<file path="config.mk">
export PLATFORM = sky130hd
export DESIGN_NAME = mac_dot
export DESIGN_NICKNAME = d
export VERILOG_FILES = /design/src/rtl/mac_pkg.sv /design/src/rtl/mac_dot_sat_adder.sv /design/src/rtl/mac_dot.sv
export SDC_FILE = /design/constraint.sdc
export NUM_CORES = 1
export LEC_CHECK = 0
export ABC_AREA = 1
export CAP_MARGIN = 20
export CORE_ASPECT_RATIO = 0.5
export CORE_MARGIN = 8
export CORE_UTILIZATION = 62
export DETAILED_ROUTE_END_ITERATION = 16
export PLACE_DENSITY = 0.81
export SYNTH_ARGS = -nofsm -noshare
export SYNTH_HDL_FRONTEND = slang
export SYNTH_SLANG_ARGS = --single-unit
export TNS_END_PERCENT = 30
</file>
<file path="constraint.sdc">
create_clock -name clk -period 3.1 [get_ports clk]
set_input_delay 0.465 -clock clk [delete_from_list [all_inputs] [get_ports clk]]
set_output_delay 0.465 -clock clk [all_outputs]
set_load 0.02 [all_outputs]
</file>
<file path="src/rtl/mac_pkg.sv">
// Shared sizing helpers for the mac_dot dot-product block.
package mac_pkg;

    function automatic int mac_aw(input int n, input int g);
        return 2 * n + g;
    endfunction

    localparam int N_DEF  = 16;
    localparam int G_DEF  = 8;
    localparam int AW_DEF = mac_aw(N_DEF, G_DEF);

    // Signed extremes of the default-width accumulator.
    localparam logic [AW_DEF-1:0] AW_MAX_DEF = {1'b0, {(AW_DEF-1){1'b1}}};
    localparam logic [AW_DEF-1:0] AW_MIN_DEF = {1'b1, {(AW_DEF-1){1'b0}}};

endpackage

</file>
<file path="src/rtl/mac_dot_sat_adder.sv">
// Combinational W-bit signed adder with overflow detect and optional clamp.
module sat_adder #(
    parameter int W   = 40,
    parameter bit SAT = 1'b0
) (
    input  logic signed [W-1:0] a,
    input  logic signed [W-1:0] b,
    output logic signed [W-1:0] sum,
    output logic                ovf
);
    logic signed [W-1:0] raw;

    assign raw = a + b;
    assign ovf = (a[W-1] == b[W-1]) && (raw[W-1] != a[W-1]);

    // On overflow both operands share a sign, so b's sign picks the rail.
    always_comb begin
        sum = raw;
        if (SAT && ovf)
            sum = b[W-1] ? {1'b1, {(W-1){1'b0}}} : {1'b0, {(W-1){1'b1}}};
    end

endmodule

</file>
<file path="src/rtl/mac_dot.sv">
// Two-stage pipelined signed MAC producing one result per LEN accepted terms.
module mac_dot
    import mac_pkg::*;
#(
    parameter int N   = 16,
    parameter int G   = 8,
    parameter int LEN = 4,
    parameter bit SAT = 1'b0,
    localparam int AW = mac_aw(N, G)
) (
    input  logic                 clk,
    input  logic                 rst,
    input  logic                 clr,
    input  logic                 in_valid,
    output logic                 in_ready,
    input  logic signed [N-1:0]  x1,
    input  logic signed [N-1:0]  x2,
    output logic                 out_valid,
    input  logic                 out_ready,
    output logic signed [AW-1:0] y,
    output logic                 ovf
);
    localparam int CW = (LEN > 1) ? $clog2(LEN) : 1;

    typedef struct packed {
        logic signed [2*N-1:0] prod;
        logic                  last;
    } s1_t;

    s1_t                 s1;
    logic                p_valid;
    logic [CW-1:0]       cnt;
    logic signed [AW-1:0] acc;
    logic                ovf_acc;
    logic                first;

    logic                stall, accept, retire, cnt_last;
    logic signed [AW-1:0] add_a, add_b, sum;
    logic                add_ovf, ovf_prev;

    assign stall    = out_valid & ~out_ready;
    assign in_ready = ~stall & ~clr;
    assign accept   = in_valid & in_ready;
    assign retire   = p_valid & ~stall;
    assign cnt_last = (cnt == CW'(LEN - 1));

    always_ff @(posedge clk or negedge rst) begin
        if (!rst) begin
            s1      <= '0;
            p_valid <= 1'b0;
            cnt     <= '0;
        end else if (clr) begin
            p_valid <= 1'b0;
            cnt     <= '0;
        end else if (accept) begin
            s1.prod <= (2*N)'(x1) * (2*N)'(x2);
            s1.last <= cnt_last;
            p_valid <= 1'b1;
            cnt     <= cnt_last ? '0 : cnt + 1'b1;
        end else if (!stall) begin
            p_valid <= 1'b0;
        end
    end

    // The first term of each result starts from zero instead of the old acc.
    assign add_a    = first ? '0 : acc;
    assign add_b    = AW'(s1.prod);
    assign ovf_prev = first ? 1'b0 : ovf_acc;

    sat_adder #(.W(AW), .SAT(SAT)) u_add (
        .a   (add_a),
        .b   (add_b),
        .sum (sum),
        .ovf (add_ovf)
    );

    always_ff @(posedge clk or negedge rst) begin
        if (!rst) begin
            acc       <= '0;
            ovf_acc   <= 1'b0;
            first     <= 1'b1;
            y         <= '0;
            ovf       <= 1'b0;
            out_valid <= 1'b0;
        end else if (clr) begin
            ovf_acc   <= 1'b0;
            first     <= 1'b1;
            out_valid <= 1'b0;
        end else begin
            if (out_valid && out_ready)
                out_valid <= 1'b0;
            if (retire) begin
                first   <= s1.last;
                ovf_acc <= ovf_prev | add_ovf;
                if (s1.last) begin
                    y         <= sum;
                    ovf       <= ovf_prev | add_ovf;
                    out_valid <= 1'b1;
                end else begin
                    acc <= sum;
                end
            end
        end
    end

endmodule

</file>
; After elaboration in Yosys (flattened, before gate mapping)
; Index checks and enable logic that the tools add are counted.
[word_totals]
latch_bits = 0
n_memories = 0
reg_bits = 120
ramBits = 0
rom_bits = 0
out_inout_bits = 43
word_cells = 49
[classes]
eq_ne = 4
n_reduce_logical = 7
div = 0
addsub = 2
order_cmp = 0
n_shift = 0
n_mul = 1
n_mux = 16
bitwise_logic = 9
[ops]
columns = op, n
row1 = $add A40 B32 Y40, 1
row2 = $mux W40, 1
row3 = $mul A16 B16 Y32, 1
row4 = $mux W1, 12
row5 = $mux W2, 3
row6 = $reduce_and A3 Y1, 2
row7 = $and A1 B1 Y1, 4
row8 = $not A1 Y1, 4
row9 = $reduce_bool A2 Y1, 2
row10 = $ne A3 B2 Y1 const B, 1
row11 = $add A2 B1 Y2 const B, 1
row12 = $eq A2 B2 Y1 const B, 1
row13 = $logic_and A1 B1 Y1, 2
row14 = $reduce_and A2 Y1, 1
row15 = $eq A1 B1 Y1, 1
row16 = $ne A1 B1 Y1, 1
row17 = $or A1 B1 Y1, 1

; Depth between registers and ports, before layout
; Gate-level depths: netlist of the first run.
[logic_depth]
word_depth = 7
ltp_mapped = 27
ltp_nobuf = 25

; Modules after synthesis
; Synthesis of the first run repeated with hierarchy kept, for this count alone.
[unflattened]
hier_cells = 2633
hier_area_um2 = 18586.6
[by_module_without_submodules]
columns = module, seq_area_each_um2, area_per_inst_um2, instances, cells_per_inst
row1 = mac_dot, 3004.1, 15557.4, 1, 2017
row2 = sat_adder, 0.0, 3029.2, 1, 616

; Worst setup path before layout of the first run
; No wires, ideal clock.
[synth_timing]
kind = input -> register
from = input x2[5]
to = register s1 (netlist bit add_b[23])
path_slack_ns = -2.597
stages = 20
t_required_ns = 2.982
arrival_ns = 5.579
path_buffers = 2
cell_sequence = clkbuf_1 -> clkbuf_1 -> nand2_1 -> fa_1 -> inv_1 -> fa_1 -> fa_1 -> fa_1 -> fa_1 -> inv_1 -> fa_1 -> inv_1 -> ha_1 -> a21oi_1 -> o21ai_0 -> a21oi_1 -> nand3_1 -> or2_2 -> nand3_1 -> nand2_1
[synth_via]
elab_chain_len = 1
[synth_rtl]
columns = item, line_no
row1 = "start, declared", mac_dot.sv:17  ; input logic signed [N-1:0] x2,
row2 = $mul A16 B16 Y32, mac_dot.sv:56  ; s1.prod <= (2*N)'(x1) * (2*N)'(x2);
row3 = "end, declared", mac_dot.sv:30  ; s1_t s1;
; Every way passes these cells.
; A chain may end at the register's enable or synchronous reset.

; Final worst setup path of the first run
[layout_timing]
from = input x2[6]
to = register s1 (netlist bit add_b[24])
; Same word-level chain as after synthesis.

==> results of run 1 <==
[per-layer routing]
metal	vias up	global-route usage (%)	part of all wire (%)
met4	0	21.5	7.7
met3	487	8.52	11
met1	8708	43.5	37
met5	-	0	0
li1	7981	-	-
met2	1335	59.6	44
[state kept, by name (all words and copies together), names as in the netlist]
name and cells:
y 40, cnt 2, ovf 1, p_valid 1
acc 40, out_valid 1, ovf_acc 1, s1 1
add_b 32, first 1
[worst max-delay path, cell delays in order]
cell,delay [ps]
clkdlybuf4s15_2,300
nand2_1,110
fa_1,680
inv_1,100
fa_1,470
fa_1,630
fa_2,570
fa_1,870
inv_2,100
fa_1,580
inv_2,70
ha_4,310
nand2_2,100
buf_4,170
nor3_4,190
nand4_1,200
nand3_1,140
nand2_1,60
nand3_1,70
nand2_1,50
[how the worst max path moves through the flow]
stage / startpoint / to / slack (ps)
6_report: x2[6] / add_b[24] / -2820
5_1_grt: x1[14] / add_b[31] / -2860
4_1_cts: x1[15] / add_b[26] / -2040
3_5_place_dp: x1[15] / add_b[26] / -3010
3_3_place_gp: x1[15] / add_b[23] / -2960
2_1_floorplan: x1[15] / add_b[23] / -2110
[what timing repair did]
item / CTS / global route
endpoints found under the setup margin: 28 / 28
resized for setup: 359 / 45
gates cloned: 11 / 0
setup buffers: 56 / 7
pin swaps: 149 / 33
[layout by cell type, fill, tap and decap left out, drive strengths merged, types with 14 or more instances in the layout]
master,n
nand3b,14
ha,122
dfrtp,119
nand3,115
inv,600
o21ai,96
nand4,22
nand2,745
clkdlybuf4s50,47
nor2,168
a21oi,79
fa,263
o21bai,16
xnor2,28
buf,269
clkbuf,18
[cell families (layout without fill, tap and decap cells)]
logic type	after synthesis	after routing	share of synthesized area [%]
buffers and inverters	680	957	14.1
XOR/XNOR	36	36	1.73
AND/OR/NAND/NOR	1094	1094	24.7
AO/OA/AOI/OAI	197	197	5.84
adder cells (fa/ha/maj)	385	385	37.2
flip-flops	120	120	16.5
[stage by stage]
stage	utilization (%)	worst slack, ps
CTS	80.1	-2040
finish	80.7	-2820
detailed placement	73.1	-3010
global route	80.7	-2860
floorplan	-	-2110
global placement	73.1	-2960
[layout make-up]
cell class              instances  area, um^2  share of cell area [%]
multi-input cells            1712       13800                    59.1
repair buffers                328        3210                    13.7
flip-flops and latches        120        3000                    12.9
inverters                     596        2250                    9.62
well taps                     391         489                    2.09
clock buffers                  18         429                    1.84
clock inverters                14         164                   0.701
repair inverters                1        7.51                  0.0321
==> flow_metrics.tcl, run 1 <==
set metrics [dict create \
    grt_max_degree 68 \
    layout-drive-gt1-share_pct 21.2 \
    ys_ff_latch 120 \
    vias_per_cell 5.82 \
    endpoint_kind "register" \
    hold_violations 0 \
    critical_path_arrival_ps 6250 \
    dpl_cell_area_um2 21200 \
    antenna_cells 0 \
    critPathKind "input pin to register" \
    port_buffers 79 \
    tightest_slew_ps 688 \
    h-tree-depth 4 \
    rsz0062_at_grt "yes" \
    start_util_pct 63.0 \
    synthFlopType "dfrtp_1" \
    gr-total-overflow 0 \
    antenna_found_initial 0 \
    synthTopCellsByCount "nand2_1, inv_1, fa_1" \
    fill_cells 1751 \
    finClkSkew_ps 15.9 \
    fin_cells 3180 \
    finalCritPeriodShare_pct 191 \
    place_hpwl_mm 43.2 \
    via_count 18511 \
    synth_warnings 0 \
    yosysTopAreaCell "fa_1" \
    reg2regPathDepth 14 \
    track_usage_pct 36.1 \
    dieHeight_um 137 \
    ff2ff_setup_slack_ps 200 \
    row_count 44 \
    worstSetupStartpointType "input pin" \
    core-area_um2 29000 \
    tns_ps -60020 \
    synth.most_common_cell "nand2_1" \
    violations "negative setup slack" \
    status "complete, but fails checks" \
    r2r-end "acc[22]" \
    cap_violations 0 \
    grt_pass1_wl_mm 100 \
    max_freq_mhz 169 \
    synth_top_area_share_pct 28.9 \
    wl_per_cell_um 21.2 \
    netlist_instances 2512 \
    clock_latency_ps 440 \
    synthTopCellsByArea "fa_1, dfrtp_1, nand2_1, inv_1, ha_1" \
    r2r_start "first" \
    synthDistinctLibCells 41 \
    cts_root_buf "clkbuf_16" \
    ant_nets 0 \
    dieArea_um2 35500 \
    whs_ps 62.1 \
    dr.pass1.iters 7 \
    clk_pin_slew_ps 70 \
    yosysSeqAreaShare_pct 16.5 \
    syn_nets 2934 \
    cts.sinks 120 \
    first_iter_violations 1906 \
    cts_buffers 17 \
    boundaryPins 80 \
    slew_headroom_pct 54.1 \
    crit_fanout 5 \
    holdCritPathClass "input pin to asynchronous set/reset pin" \
    syn2layout_area_growth_pct 28.1 \
    stdcell_area_um2 23400 \
    slew_viol_final 0 \
    synth-async-reset-ratio_pct 100 \
    synth_enable_flop_cells 0 \
    cts_hold_buffers 0 \
    cts_tree "built" \
    setup_viol 27 \
    drcViolationCount 0 \
    finalWorstPathRequiredPeriod_ps 5920 \
    synth_area_um2 18200 \
    timing.final.ws_setup_ps -2820 \
    syn_area_per_cell_um2 7.26 \
    cts.path.max_buffers 2 \
    place.gp.congestion 0.991 \
    critical_path_required_ps 3430 \
    final_nets 3198 \
    placed_cells 3076 \
    die_width_um 259 \
    drt_wl_total_mm 67.5 \
    grt_pass1_vias 18986 \
]
Power of run 1 is not shown: default switching activity piles up to over one toggle a cycle in this logic, so the estimate is an artifact.
==> run 2, diff against run 1 <==
--- a/config.mk
+++ b/config.mk
@@ -9,9 +9,10 @@
 export CAP_MARGIN = 20
 export CORE_ASPECT_RATIO = 0.5
 export CORE_MARGIN = 8
-export CORE_UTILIZATION = 62
+export CORE_UTILIZATION = 30
 export DETAILED_ROUTE_END_ITERATION = 16
-export PLACE_DENSITY = 0.81
+export GPL_ROUTABILITY_DRIVEN = 0
+export PLACE_DENSITY = 0.45
 export SYNTH_ARGS = -nofsm -noshare
 export SYNTH_HDL_FRONTEND = slang
 export SYNTH_SLANG_ARGS = --single-unit
==> run 2 against run 1 <==
- the flow still finishes with violations (negative setup slack)
- wire length is 16% lower
- flip-flop and latch count stayed put
- sequential share of layout area is 0.52 points lower
- via count is 13% lower
- critical path type unchanged
- critical endpoint is now add_b[30]
- highest routed layer unchanged
==> flow_metrics.tcl, run 2 (synthesis gave the netlist of run 1 again) <==
set metrics [dict create \
    multi_input_area_um2 14000 \
    violations "negative setup slack" \
    dieArea_um2 69400 \
    gr-total-overflow 0 \
    max_freq_mhz 197 \
    boundaryPins 80 \
    rsz0062_at_grt "yes" \
    mostFrequentLayoutCells "nand2_1, inv_1, fa_1" \
    core-area_um2 60600 \
    cts_tree "built" \
    holdCritPathClass "input pin to asynchronous set/reset pin" \
    layout-drive-gt1-share_pct 24.1 \
    reg2regPathDepth 11 \
    antenna_cells 0 \
    row_count 64 \
    dieHeight_um 190 \
    tightest_slew_ps 690 \
    syn2layout_area_growth_pct 33.6 \
    r2r_start "first" \
    endpoint_kind "register" \
    critical_path_required_ps 3430 \
    setup_viol 27 \
    cap_violations 0 \
    first_iter_violations 772 \
    cts_buffers 17 \
    critPathKind "input pin to register" \
    ant_nets 0 \
    h-tree-depth 4 \
    clock_latency_ps 440 \
    finClkSkew_ps 16.2 \
    finalCritPeriodShare_pct 164 \
    ff2ff_setup_slack_ps 300 \
    place_hpwl_mm 45.7 \
    cts.sinks 120 \
    final_nets 3225 \
    drcViolationCount 0 \
    max_stage_delay_ps 610 \
    slew_headroom_pct 54.0 \
    die_width_um 365 \
    crit_family "adder cells" \
    cp_slowest_cell "fa_2" \
    dr.pass1.iters 6 \
    grt_max_degree 121 \
    whs_ps 108 \
    dpl_cell_area_um2 21700 \
    start_util_pct 30.1 \
    r2r-end "acc[32]" \
    grt_pass1_wl_mm 92.6 \
    crit_chain "buf_12, buf_16, nand2_4, inv_2, fa_2, fa_2, buf_6, fa_2, fa_1, fa_1, inv_2, fa_1, inv_2, ha_4, nand2_4, nor2_4, inv_4, nor4_4, nand3_1, nand2_1, nand2_1, nand3_2, nand2_1" \
    cts_root_buf "clkbuf_16" \
    finalWorstPathRequiredPeriod_ps 5070 \
    timing.final.ws_setup_ps -1970 \
    layout_commonest_cell "nand2_1" \
    drt_wl_total_mm 56.7 \
    fill_cells 6256 \
    status "complete, but fails checks" \
    critical_path_arrival_ps 5400 \
    vias_per_cell 4.40 \
    stdcell_area_um2 24400 \
    dp_slack_ps -3020 \
    wl_per_cell_um 15.6 \
    via_count 16035 \
    worstSetupStartpointType "input pin" \
    grt_pass1_vias 16986 \
    hold_violations 0 \
    slew_viol_final 0 \
    regArea_um2 3000 \
    port_buffers 79 \
    clk_pin_slew_ps 70 \
    path_buf_inv 7 \
    antenna_found_initial 0 \
    track_usage_pct 16.7 \
    cts.path.max_buffers 2 \
    crit_fanout 5 \
]
==> run 2: cell count changes in the layout (fill, tap and decap cells not counted), moves of 8 or more <==
cell and delta:
buf_4 +13, buf_6 +19, inv_1 -18, inv_2 +12
inv_4 +8, nand2_1 -29, nand2_2 +17, nand2_4 +12
nand3_1 -8, nand3_2 +8
==> run 2: layout make-up <==
type                       instances  area share, %
clock buffer                      18           1.80
multi-input combinational       1712           57.5
timing repair buffer             356           14.3
inverter                         596           9.27
sequential                       120           12.3
tap                              825           4.24
clock inverter                    14          0.560
==> run 2: worst max-delay path by stage <==
stage	start	depth (start not counted)	end
after floorplan	x1[15]	19	add_b[23]
after global placement	x2[3]	23	add_b[20]
after detailed placement	x2[3]	23	add_b[20]
after CTS	x1[15]	24	add_b[29]
after global routing	x1[15]	23	add_b[30]
final	x1[15]	23	add_b[30]
==> run 2: metrics by stage <==
step / util [%] / TNS, ps / cells
2_1_floorplan: - / -47240 / 2512
6_report: 40.2 / -44570 / 3641
3_5_place_dp: 35.7 / -71800 / 3506
4_1_cts: 39.7 / -45710 / 3639
3_3_place_gp: 35.7 / -71410 / 3506
5_1_grt: 40.2 / -49400 / 3641
==> run 2: timing repair <==
| item | CTS | global route |
|---|---|---|
| hold buffers | 0 | 0 |
| setup buffers | 94 | 10 |
| endpoints found under the setup margin | 28 | 27 |
| gates cloned | 7 | 0 |
| gates resized for setup | 412 | 122 |
| pin swaps | 167 | 105 |
==> run 2: per-layer routing <==
| metal | GRT usage, % | share of wire (%) | vias up |
|---|---|---|---|
| met5 | 0 | 0 | - |
| met4 | 4.46 | 2.4 | 0 |
| met3 | 2.07 | 3.5 | 77 |
| met2 | 27.9 | 46 | 248 |
| met1 | 22.9 | 48 | 7674 |
| li1 | - | - | 8036 |
Power of run 2 is left out for the same reason.
==> run 3, diff against run 2 <==
--- a/config.mk
+++ b/config.mk
@@ -7,7 +7,6 @@
 export LEC_CHECK = 0
 export ABC_AREA = 1
 export CAP_MARGIN = 20
-export CORE_ASPECT_RATIO = 0.5
 export CORE_MARGIN = 8
 export CORE_UTILIZATION = 30
 export DETAILED_ROUTE_END_ITERATION = 16
==> run 3 against run 2 <==
- the flow still finishes with violations (negative setup slack)
- first-iteration DRC count increased by 12%
- wire length rose by 1.8%
- critical endpoint is now add_b[25]
- global-route usage increased by 0.35 points
- core utilization increased by 1.0 points
- flip-flop and latch count stayed put
- critical path type unchanged
- count of clock-buffer cells in the layout fell by 1
- critical path depth is 1 higher
- register-to-register slack lost 90 ps
- non-clock buffer count increased by 19
- sequential share of layout area fell by 0.23 points
==> flow_metrics.tcl, run 3 (synthesis gave the netlist of run 1 again) <==
set metrics [dict create \
    h-tree-depth 4 \
    cts_buffers 17 \
    holdCritPathClass "input pin to asynchronous set/reset pin" \
    grt_max_degree 65 \
    r2r_start "first" \
    ff2ff_setup_slack_ps 210 \
    core-area_um2 60200 \
    endpoint_kind "register" \
    drt_wl_total_mm 57.7 \
    dieHeight_um 263 \
    violations "negative setup slack" \
    final_nets 3244 \
    antenna_cells 0 \
    cts.path.max_buffers 2 \
    placed_cells 3485 \
    row_count 90 \
    worstSetupStartpointType "input pin" \
    max_freq_mhz 191 \
    r2r-end "y[18]" \
    reg2regPathDepth 10 \
    status "complete, but fails checks" \
    first_iter_violations 867 \
    gr-total-overflow 0 \
    cts.sinks 120 \
    cts_root_buf "clkbuf_16" \
    critical_path_arrival_ps 5540 \
    endpoint "add_b[25]" \
    hold_violations 0 \
    syn2layout_area_growth_pct 36.1 \
    setup_viol 27 \
    track_usage_pct 17.1 \
    dr.pass1.iters 5 \
    crit_fanout 7 \
    cap_violations 0 \
    place_hpwl_mm 46.2 \
    critPathKind "input pin to register" \
    grt_pass1_wl_mm 95.3 \
    antenna_found_initial 0 \
    cts_tree "built" \
    ant_nets 0 \
    layout-drive-gt1-share_pct 24.9 \
    die_width_um 263 \
    finClkSkew_ps 11.1 \
    critPathLaunch "x1[15]" \
    whs_ps 478 \
    drcViolationCount 0 \
    rsz0062_at_grt "yes" \
    clk_pin_slew_ps 70 \
    fin_cells 3617 \
    slew_viol_final 0 \
    wl_per_cell_um 16.0 \
    vias_per_cell 4.61 \
    critical_path_required_ps 3410 \
    via_count 16687 \
    start_util_pct 30.3 \
    mostFrequentLayoutCells "nand2_1, inv_1, fa_1" \
    clock_latency_ps 430 \
    dieArea_um2 69000 \
    timing.final.ws_setup_ps -2130 \
    grt_pass1_vias 17849 \
    port_buffers 79 \
    tightest_slew_ps 925 \
    boundaryPins 80 \
    finalCritPeriodShare_pct 169 \
    layout_commonest_cell "nand2_1" \
    finalWorstPathRequiredPeriod_ps 5230 \
    slew_headroom_pct 38.3 \
]
-- run 3: layout make-up --
type	count	area [um^2]
clock buffers	17	425
clock inverters	15	183
fillers	6140	35400
inverters	596	2260
multi-input cells	1712	14100
flip-flops and latches	120	3000
well taps	782	978
repair buffers	375	3840
-- run 3: metal layers --
metal,share of wire [%],global-route usage (%)
met1,46,23.0
met3,4.2,2.16
met2,48,29.1
met4,1.5,3.67
met5,0,0
-- run 3: repair_timing --
item                                    4_1_cts  5_1_grt
endpoints found under the setup margin       28       34
resized for setup                           294      287
hold buffers                                  1        0
setup buffers                                61       28
pin swaps                                   119      134
gates cloned                                 16        0
endpoints found under the hold margin        23        0
-- run 3: worst min-delay path by stage --
| stage | startpoint | endpoint | slack (ps) | cells after the start |
|---|---|---|---|---|
| floorplan | rst | acc[0] | 170 | 0 |
| global placement | rst | y[7] | 400 | 1 |
| detailed placement | rst | y[9] | 400 | 1 |
| CTS | y[34] | y[34] | 480 | 2 |
| global route | acc[26] | acc[26] | 490 | 2 |
| finish | rst | y[9] | 480 | 2 |
-- run 3: per-stage QoR --
step,area (um^2),utilization (%),worst slack [ps],setup TNS [ps]
2_1_floorplan,18900,-,-2110,-47240
3_3_place_gp,21800,36.1,-3010,-72500
3_5_place_dp,21800,36.1,-3070,-73560
4_1_cts,23900,39.6,-2110,-50090
5_1_grt,24800,41.2,-2320,-51610
6_report,24800,41.2,-2130,-46940
-- run 3: worst max-delay path: stages --
cell,delay (ps)
buf_8,100
buf_12,140
nand2_4,70
inv_2,40
fa_2,640
fa_2,530
buf_4,170
buf_6,100
fa_1,540
fa_1,430
fa_1,490
inv_1,50
fa_1,470
inv_1,60
ha_4,240
buf_4,160
nand2_8,90
nor2_4,50
buf_4,120
a21oi_2,170
nand3_2,100
nor2_1,80
nand3b_1,130
nand2_1,70
Power of run 3 is left out for the same reason.
